$ cat src/rtl/mips_pkg.sv
// mips_pkg: shared encodings and ID/EX record types for the MIPS pipeline.
// Opcode constants, ALU operation encodings, decoded-control record,
// ID/EX pipeline-register record and the immediate-extension helper.
package mips_pkg;

  // Primary opcodes (instruction bits 31:26)
  localparam logic [5:0] OP_RTYPE = 6'b000000;
  localparam logic [5:0] OP_ADDI  = 6'b001000;
  localparam logic [5:0] OP_ANDI  = 6'b001100;
  localparam logic [5:0] OP_ORI   = 6'b001101;
  localparam logic [5:0] OP_SLTI  = 6'b001010;
  localparam logic [5:0] OP_LW    = 6'b100011;
  localparam logic [5:0] OP_SW    = 6'b101011;
  localparam logic [5:0] OP_BEQ   = 6'b000100;
  localparam logic [5:0] OP_BNE   = 6'b000101;

  // ALU operation requested from the execute stage
  typedef enum logic [2:0] {
    ALU_ADD   = 3'b000,
    ALU_SUB   = 3'b001,
    ALU_FUNCT = 3'b010,
    ALU_AND   = 3'b011,
    ALU_OR    = 3'b100,
    ALU_SLT   = 3'b101
  } alu_op_e;

  // Decoded control for one instruction
  typedef struct packed {
    logic    reg_dst;
    logic    alu_src;
    logic    mem_read;
    logic    mem_write;
    logic    mem_to_reg;
    logic    reg_write;
    logic    branch;
    logic    branch_ne;
    alu_op_e alu_op;
    logic    zero_ext;   // immediate is zero- rather than sign-extended
  } ctrl_t;

  localparam ctrl_t CTRL_BUBBLE = ctrl_t'(12'd0);

  // Contents of the ID/EX pipeline register
  typedef struct packed {
    logic [31:0] pc4;
    logic [31:0] rs_data;
    logic [31:0] rt_data;
    logic [31:0] imm;
    logic [4:0]  rt;
    logic [4:0]  rd;
    logic [2:0]  alu_op;
    logic        reg_dst;
    logic        alu_src;
    logic        mem_read;
    logic        mem_write;
    logic        mem_to_reg;
    logic        reg_write;
    logic        branch;
    logic        branch_ne;
  } idex_t;

  // Widen a 16-bit immediate to 32 bits by zero or sign extension
  function automatic logic [31:0] extend_imm(input logic [15:0] imm,
                                             input logic        zero_ext);
    logic [31:0] res;
    if (zero_ext) begin
      res = {16'h0000, imm};
    end else begin
      res = {{16{imm[15]}}, imm};
    end
    return res;
  endfunction

endpackage

$ cat src/rtl/reg_file.sv
// reg_file: 32x32 register file, two combinational read ports, one write port.
// $0 reads as zero and ignores writes. Reset clears every register.
// Optional macro WB_BYPASS_EN: a read of the register being written in the
// same cycle returns the incoming write data instead of the stored value.
module reg_file (
  input  logic        clk_i,
  input  logic        rst_n_i,
  input  logic [4:0]  raddr_a_i,
  input  logic [4:0]  raddr_b_i,
  output logic [31:0] rdata_a_o,
  output logic [31:0] rdata_b_o,
  input  logic        we_i,
  input  logic [4:0]  waddr_i,
  input  logic [31:0] wdata_i
);

  logic [31:0] regs_q [32];

  // Storage: synchronous clear on reset, otherwise commit write-back (never to $0)
  always_ff @(posedge clk_i) begin
    if (!rst_n_i) begin
      for (int i = 0; i < 32; i++) begin
        regs_q[i] <= 32'd0;
      end
    end else if (we_i && (waddr_i != 5'd0)) begin
      regs_q[waddr_i] <= wdata_i;
    end else begin
      regs_q[waddr_i] <= regs_q[waddr_i];
    end
  end

  // Read port A: $0 hardwired to zero, optional same-cycle write forwarding
  always_comb begin
    rdata_a_o = 32'd0;
    if (raddr_a_i == 5'd0) begin
      rdata_a_o = 32'd0;
`ifdef WB_BYPASS_EN
    end else if (we_i && (raddr_a_i == waddr_i)) begin
      rdata_a_o = wdata_i;
`endif
    end else begin
      rdata_a_o = regs_q[raddr_a_i];
    end
  end

  // Read port B: same rules as port A
  always_comb begin
    rdata_b_o = 32'd0;
    if (raddr_b_i == 5'd0) begin
      rdata_b_o = 32'd0;
`ifdef WB_BYPASS_EN
    end else if (we_i && (raddr_b_i == waddr_i)) begin
      rdata_b_o = wdata_i;
`endif
    end else begin
      rdata_b_o = regs_q[raddr_b_i];
    end
  end

endmodule

$ cat src/rtl/id_stage.sv
// id_stage: MIPS instruction-decode stage with the ID/EX pipeline register.
// Decodes the opcode into control, reads the register file, extends the
// immediate and registers everything for execute. FLUSH loads a bubble;
// unknown opcodes keep their data fields but carry no control.
// Optional macro WB_BYPASS_EN (handled inside reg_file): same-cycle
// write-back forwarding to the register reads.
module id_stage
  import mips_pkg::*;
(
  input  logic        CLK,
  input  logic        RST_N,
  input  logic [31:0] CUR_INS,
  input  logic [31:0] NEXT_INS_ADR,
  input  logic        FLUSH,
  input  logic        WB_REG_WRITE,
  input  logic [4:0]  WB_WRITE_REG,
  input  logic [31:0] WB_WRITE_DATA,
  output logic [31:0] EX_PC4,
  output logic [31:0] EX_RS_DATA,
  output logic [31:0] EX_RT_DATA,
  output logic [31:0] EX_IMM,
  output logic [4:0]  EX_RT,
  output logic [4:0]  EX_RD,
  output logic [2:0]  EX_ALU_OP,
  output logic        EX_REG_DST,
  output logic        EX_ALU_SRC,
  output logic        EX_MEM_READ,
  output logic        EX_MEM_WRITE,
  output logic        EX_MEM_TO_REG,
  output logic        EX_REG_WRITE,
  output logic        EX_BRANCH,
  output logic        EX_BRANCH_NE
);

  logic [5:0]  opcode_s;
  logic [31:0] rs_data_s;
  logic [31:0] rt_data_s;
  ctrl_t       ctrl_s;
  idex_t       idex_d;
  idex_t       idex_q;

  assign opcode_s = CUR_INS[31:26];

  reg_file u_reg_file (
    .clk_i     (CLK),
    .rst_n_i   (RST_N),
    .raddr_a_i (CUR_INS[25:21]),
    .raddr_b_i (CUR_INS[20:16]),
    .rdata_a_o (rs_data_s),
    .rdata_b_o (rt_data_s),
    .we_i      (WB_REG_WRITE),
    .waddr_i   (WB_WRITE_REG),
    .wdata_i   (WB_WRITE_DATA)
  );

  // Opcode decode: unsupported opcodes fall through to an all-zero control word
  always_comb begin
    ctrl_s = CTRL_BUBBLE;
    case (opcode_s)
      OP_RTYPE: begin
        ctrl_s.reg_dst   = 1'b1;
        ctrl_s.alu_op    = ALU_FUNCT;
        ctrl_s.reg_write = 1'b1;
      end
      OP_ADDI: begin
        ctrl_s.alu_src   = 1'b1;
        ctrl_s.alu_op    = ALU_ADD;
        ctrl_s.reg_write = 1'b1;
      end
      OP_ANDI: begin
        ctrl_s.alu_src   = 1'b1;
        ctrl_s.alu_op    = ALU_AND;
        ctrl_s.reg_write = 1'b1;
        ctrl_s.zero_ext  = 1'b1;
      end
      OP_ORI: begin
        ctrl_s.alu_src   = 1'b1;
        ctrl_s.alu_op    = ALU_OR;
        ctrl_s.reg_write = 1'b1;
        ctrl_s.zero_ext  = 1'b1;
      end
      OP_SLTI: begin
        ctrl_s.alu_src   = 1'b1;
        ctrl_s.alu_op    = ALU_SLT;
        ctrl_s.reg_write = 1'b1;
      end
      OP_LW: begin
        ctrl_s.alu_src    = 1'b1;
        ctrl_s.alu_op     = ALU_ADD;
        ctrl_s.mem_read   = 1'b1;
        ctrl_s.mem_to_reg = 1'b1;
        ctrl_s.reg_write  = 1'b1;
      end
      OP_SW: begin
        ctrl_s.alu_src   = 1'b1;
        ctrl_s.alu_op    = ALU_ADD;
        ctrl_s.mem_write = 1'b1;
      end
      OP_BEQ: begin
        ctrl_s.alu_op = ALU_SUB;
        ctrl_s.branch = 1'b1;
      end
      OP_BNE: begin
        ctrl_s.alu_op    = ALU_SUB;
        ctrl_s.branch_ne = 1'b1;
      end
      default: begin
        ctrl_s = CTRL_BUBBLE;
      end
    endcase
  end

  // ID/EX next state: a flush squashes everything, otherwise latch decode results
  always_comb begin
    idex_d = '0;
    if (FLUSH) begin
      idex_d = '0;
    end else begin
      idex_d.pc4        = NEXT_INS_ADR;
      idex_d.rs_data    = rs_data_s;
      idex_d.rt_data    = rt_data_s;
      idex_d.imm        = extend_imm(CUR_INS[15:0], ctrl_s.zero_ext);
      idex_d.rt         = CUR_INS[20:16];
      idex_d.rd         = CUR_INS[15:11];
      idex_d.alu_op     = ctrl_s.alu_op;
      idex_d.reg_dst    = ctrl_s.reg_dst;
      idex_d.alu_src    = ctrl_s.alu_src;
      idex_d.mem_read   = ctrl_s.mem_read;
      idex_d.mem_write  = ctrl_s.mem_write;
      idex_d.mem_to_reg = ctrl_s.mem_to_reg;
      idex_d.reg_write  = ctrl_s.reg_write;
      idex_d.branch     = ctrl_s.branch;
      idex_d.branch_ne  = ctrl_s.branch_ne;
    end
  end

  // ID/EX pipeline register: reset wins over everything, no stall
  always_ff @(posedge CLK) begin
    if (!RST_N) begin
      idex_q <= '0;
    end else begin
      idex_q <= idex_d;
    end
  end

  assign EX_PC4        = idex_q.pc4;
  assign EX_RS_DATA    = idex_q.rs_data;
  assign EX_RT_DATA    = idex_q.rt_data;
  assign EX_IMM        = idex_q.imm;
  assign EX_RT         = idex_q.rt;
  assign EX_RD         = idex_q.rd;
  assign EX_ALU_OP     = idex_q.alu_op;
  assign EX_REG_DST    = idex_q.reg_dst;
  assign EX_ALU_SRC    = idex_q.alu_src;
  assign EX_MEM_READ   = idex_q.mem_read;
  assign EX_MEM_WRITE  = idex_q.mem_write;
  assign EX_MEM_TO_REG = idex_q.mem_to_reg;
  assign EX_REG_WRITE  = idex_q.reg_write;
  assign EX_BRANCH     = idex_q.branch;
  assign EX_BRANCH_NE  = idex_q.branch_ne;

endmodule

$ cat config.mk
export PLATFORM = sky130hd
export DESIGN_NAME = id_stage
export DESIGN_NICKNAME = d
export VERILOG_FILES = /design/src/rtl/mips_pkg.sv /design/src/rtl/reg_file.sv /design/src/rtl/id_stage.sv
export SDC_FILE = /design/constraint.sdc
export NUM_CORES = 2
export LEC_CHECK = 0
export CAP_MARGIN = 30
export CORE_ASPECT_RATIO = 1.5
export CORE_MARGIN = 2
export CORE_UTILIZATION = 41
export DETAILED_ROUTE_END_ITERATION = 8
export GPL_TIMING_DRIVEN = 0
export HOLD_SLACK_MARGIN = 0.06
export PLACE_DENSITY = 0.64
export SYNTH_ARGS = -nofsm -noshare
export SYNTH_HDL_FRONTEND = slang
export SYNTH_SLANG_ARGS = --single-unit
$ cat constraint.sdc
create_clock -name CLK -period 12.25 [get_ports CLK]
set_clock_uncertainty 0.15 [all_clocks]
set_input_delay 2.45 -clock CLK [delete_from_list [all_inputs] [get_ports CLK]]
set_output_delay 2.45 -clock CLK [all_outputs]
set_load 0.05 [all_outputs]
==> metrics list <==
- At the end of routability-driven placement, the weighted congestion stood at 0.977.
- Number of sinks driven by the clock tree: roughly 1,200
- Worst stage delay on the critical path: 850 ps
- Mux share of post-synthesis cell area: 22.1%
- Register-to-register setup slack: 9580 ps
* Die Outline Area: 143,000 um^2
- Worst Path Required: 12,730 ps
* Switching Share: 26.6%
- In this run the clock root is driven by a sky130_fd_sc_hd__clkbuf_16.
- Part of the total power dissipated in the clock network: 38.1%
* Post-route minimum period: 6000 ps
- Y dimension of the die: 462 um
- Via-to-Cell Ratio: 6.26
- Slew @ Worst Pin: approximately 1200 ps
* Remaining design rule violation count: 0
* Number of port buffers: around 250
- Buffers inserted to repair hold after CTS numbered 0.
- At the later pin of the worst-skew pair, clock insertion delay measures 790 ps.
- In this run the static leakage power is 23.8 nW.
- Number of setup violations in the final report: 0
- Worst hold path class: reg -> reg
- Internal power contribution: between 6 and 7 mW
- Total power of the final layout: 9.46 mW
* Detailed placement HPWL: approximately 160,000 um
* Core box area: 139,000 um^2
- The synthesized netlist contains 52 unique library cells.
* Worst Slack Setup Final: 6250 ps
- Average detailed-routed wire length per instance: approximately 36 um
- In this run the core area contains 168 standard-cell rows.
- Critical path endpoint: EX_RS_DATA[17]
* Portion of total power attributed to combinational logic: between 10% and 20%
- Of the available clock period, the critical path in the final layout requires between 40% and 50%.
- In this run the power density over the cells is 138 nW/um^2.
* Gate Count Post-Synth: ~3,700
* RSZ-0062 raised after global routing: no
- Commonest cells post-synth: sky130_fd_sc_hd__and2_1 (1,047), sky130_fd_sc_hd__edfxtp_1 (1,024), sky130_fd_sc_hd__mux4_2 (449)
* Worst flop-to-flop path startpoint: u_reg_file.regs_q[11][4]
- Iteration count of the initial detailed-routing pass: 8
- Share of the synthesized netlist area taken by xor and xnor gates: 0.0152%
* Count of instances resized after the clock tree is built: 0
- Synth Flop Type: sky130_fd_sc_hd__edfxtp_1
- Summing the areas of all compound-gate instances in the mapped netlist gives ~4% of the synthesized area.
- Area share of the largest cell type after synthesis: between 50 and 60%
- Global-route usage over all layers: 30.8%
- Counting flops with an async set or reset pin after synthesis yields a share of 0%.
- The worst-case IR drop observed on VDD is 0.122 mV.
- In this run the deepest clock path goes through 3 buffers.
* Number of DRC violations after detailed-routing iteration 0: 5,542
- TritonCTS clock tree: built
- After synthesis, the largest family of logic cells by area is multiplexers.
- Share of cells above drive strength 1: 20.4%
- Wires add up to 223,000 um.
- Cells fill 49.2% of the core in the end.
* Antenna violations before repair: 26
- Depth of the worst register-to-register path: 4
- At the end of the flow, the number of nets in the layout was 4,350.
- Origin of the worst setup path: CUR_INS[24]
- Adding up every negative setup slack in the final design gives 0 ps.
* Leading cell type by number of instances after synthesis: sky130_fd_sc_hd__and2_1
- The max-slew violation count came to 0.
- In this run the tightest slew margin relative to its limit is 19.6%.
- Count of endpoints failing hold in the final timing report: 0
* Vias after detailed routing: 38,900
* Layout area overhead: 19.3%
* Flops & latches, synth: 1,152
- Traced cell by cell, the critical path runs through clkdlybuf4s50_1, clkbuf_1, nand3b_1, buf_2, o22ai_1, a2111oi_0, buf_2, nor3_1.
* Max-cap check violation count: 0
* Run status: completed
- The critical path is of the in -> reg type.
- Fraction of the yosys area taken by sequential cells: 58.0%
- Number of filler cells placed in the layout: 11,700
* Total I/O pin count: roughly 250
- Number of enable flip-flop cells after synthesis: 1,024
- Clk pin slew, worst setup/hold paths: 60 ps
- Data on the critical path arrives at its endpoint at 6480 ps.
- Net load switching power: 2.51 mW
* Post-Synth Adder-Cell Area: 0%
* Total standard cell area after synthesis: 57,500 um^2
* Initial cell density of the core: between 40% and 50%
* Avg Cell Area, Syn: 15.4 um^2
* Detail Route Antenna Nets: 0
- Among the stages of the critical path, the cell type that occurs most often is sky130_fd_sc_hd__buf_2.
- By area the synthesized netlist is led by sky130_fd_sc_hd__edfxtp_1 (54%), sky130_fd_sc_hd__mux4_2 (18%), sky130_fd_sc_hd__and2_1 (11%), sky130_fd_sc_hd__mux2i_1 (4.5%), sky130_fd_sc_hd__dfxtp_1 (4.5%).
- Post-placement worst setup slack: 5780 ps
- In this run the number of H-tree levels came out at 3.
- Per report_power, the sequential group accounts for around half of the total.
* Pin count of the biggest net entering global routing: 22
- The slowest stage of the critical path belongs to the cell sky130_fd_sc_hd__a2111oi_0.
- Num CTS Buffers: approximately 120
* Vias in the first global route: 39,100
- sky130_fd_sc_hd__edfxtp_1 takes more of the synthesized area than any other cell.
- Critical path peak fanout: 10
* Sum of overflow across all layers after global routing: 0
* Worst flop-to-flop path endpoint: EX_RS_DATA[4]
- Max Freq: 167 MHz
- Crit path launch type: input port
- Number of buffers inserted to repair setup after CTS: 0
- Global-route wire length before repair: 300,000 um
- Simple logic cell fraction of the synthesized area: 12.5%
- Total number of yosys warnings: 0
- In this run the horizontal extent of the chip is 310 um.
* Type of element capturing the critical path: flop
layout by cell type (no fill, tap or decap), types with 30 or more instances in the layout:
cell type / count
sky130_fd_sc_hd__and2_1: 1047
sky130_fd_sc_hd__edfxtp_1: 1024
sky130_fd_sc_hd__mux4_2: 449
sky130_fd_sc_hd__clkbuf_1: 311
sky130_fd_sc_hd__mux2i_1: 259
sky130_fd_sc_hd__clkdlybuf4s50_1: 247
sky130_fd_sc_hd__dfxtp_1: 128
sky130_fd_sc_hd__clkbuf_16: 117
sky130_fd_sc_hd__o221ai_1: 63
sky130_fd_sc_hd__a22o_1: 60
sky130_fd_sc_hd__buf_2: 55
sky130_fd_sc_hd__buf_8: 51
sky130_fd_sc_hd__nor2_1: 39
sky130_fd_sc_hd__buf_4: 37
sky130_fd_sc_hd__nor3_1: 34
sky130_fd_sc_hd__o22a_1: 32
sky130_fd_sc_hd__conb_1: 32
sky130_fd_sc_hd__o21ai_4: 31
sky130_fd_sc_hd__o22ai_1: 30
flip-flops by register name, summed over array words and instances (netlist names), 3 cells and up:
register and flops:
EX_IMM 16, EX_RS_DATA 32, u_reg_file.regs_q 1024, EX_PC4 32, EX_RT 5, EX_ALU_OP 3
EX_RT_DATA 32
layout make-up:
cell class	instances	area, um^2	area share [%]
antenna	6	15.0	0.0219
buffer	417	1910	2.79
clock buffer	146	3140	4.58
clock inverter	73	623	0.909
inverter	2	7.51	0.0110
multi-input combinational	2198	22700	33.1
sequential	1152	33300	48.6
tap	1870	2340	3.41
timing repair buffer	359	4490	6.56
cell families (layout without fill, tap and decap cells):
| family | count (synthesis) | in the layout |
|---|---|---|
| simple gates | 1166 | 1166 |
| flops | 1152 | 1152 |
| mux | 709 | 709 |
| buf+inv | 419 | 997 |
| compound gates | 290 | 290 |
| other cells | 1 | 38 |
| xor+xnor | 1 | 1 |
critical path: cells and delay by family:
family	cells	cell delay (ps)
buf+inv	4	2110
compound gates	2	1020
simple gates	2	890
power by group through the flow:
stage / registers [mW] / logic (mW) / clock network, mW
2_1_floorplan: 4.72 / 0.615 / 0
6_report: 4.59 / 1.26 / 3.61
5_1_grt: 4.61 / 1.28 / 3.75
3_5_place_dp: 4.67 / 1.22 / 0
4_1_cts: 4.58 / 1.23 / 3.61
3_3_place_gp: 4.69 / 1.14 / 0
routing by layer:
metal	GRT usage, %	wire length [um]	part of all wire (%)	up-vias
met2	49.3	105000	47	3134
met1	35.5	72200	32	19500
li1	-	-	-	15400
met4	22.8	19500	8.7	10
met3	8.10	26000	12	916
met5	0	91	0.041	-
how the worst min path moves through the flow:
stage	from	end	slack [ps]	cells past startpoint
finish	u_reg_file.regs_q[0][9]	EX_RS_DATA[9]	650	4
global route	u_reg_file.regs_q[1][9]	EX_RS_DATA[9]	710	4
CTS	u_reg_file.regs_q[0][9]	EX_RS_DATA[9]	650	4
detailed placement	u_reg_file.regs_q[0][9]	EX_RS_DATA[9]	640	4
global placement	u_reg_file.regs_q[4][22]	EX_RS_DATA[22]	620	4
floorplan	u_reg_file.regs_q[4][13]	EX_RS_DATA[13]	550	4
per-stage QoR:
stage | instances | cell area (um^2) | hold slack (ps)
floorplan | 3769 | 57600 | 547
global placement | 5886 | 62400 | 620
detailed placement | 5988 | 64600 | 643
CTS | 6207 | 68400 | 653
global route | 6218 | 68500 | 714
finish | 6223 | 68500 | 652
Note: power is estimated with default switching activity, not from simulation.
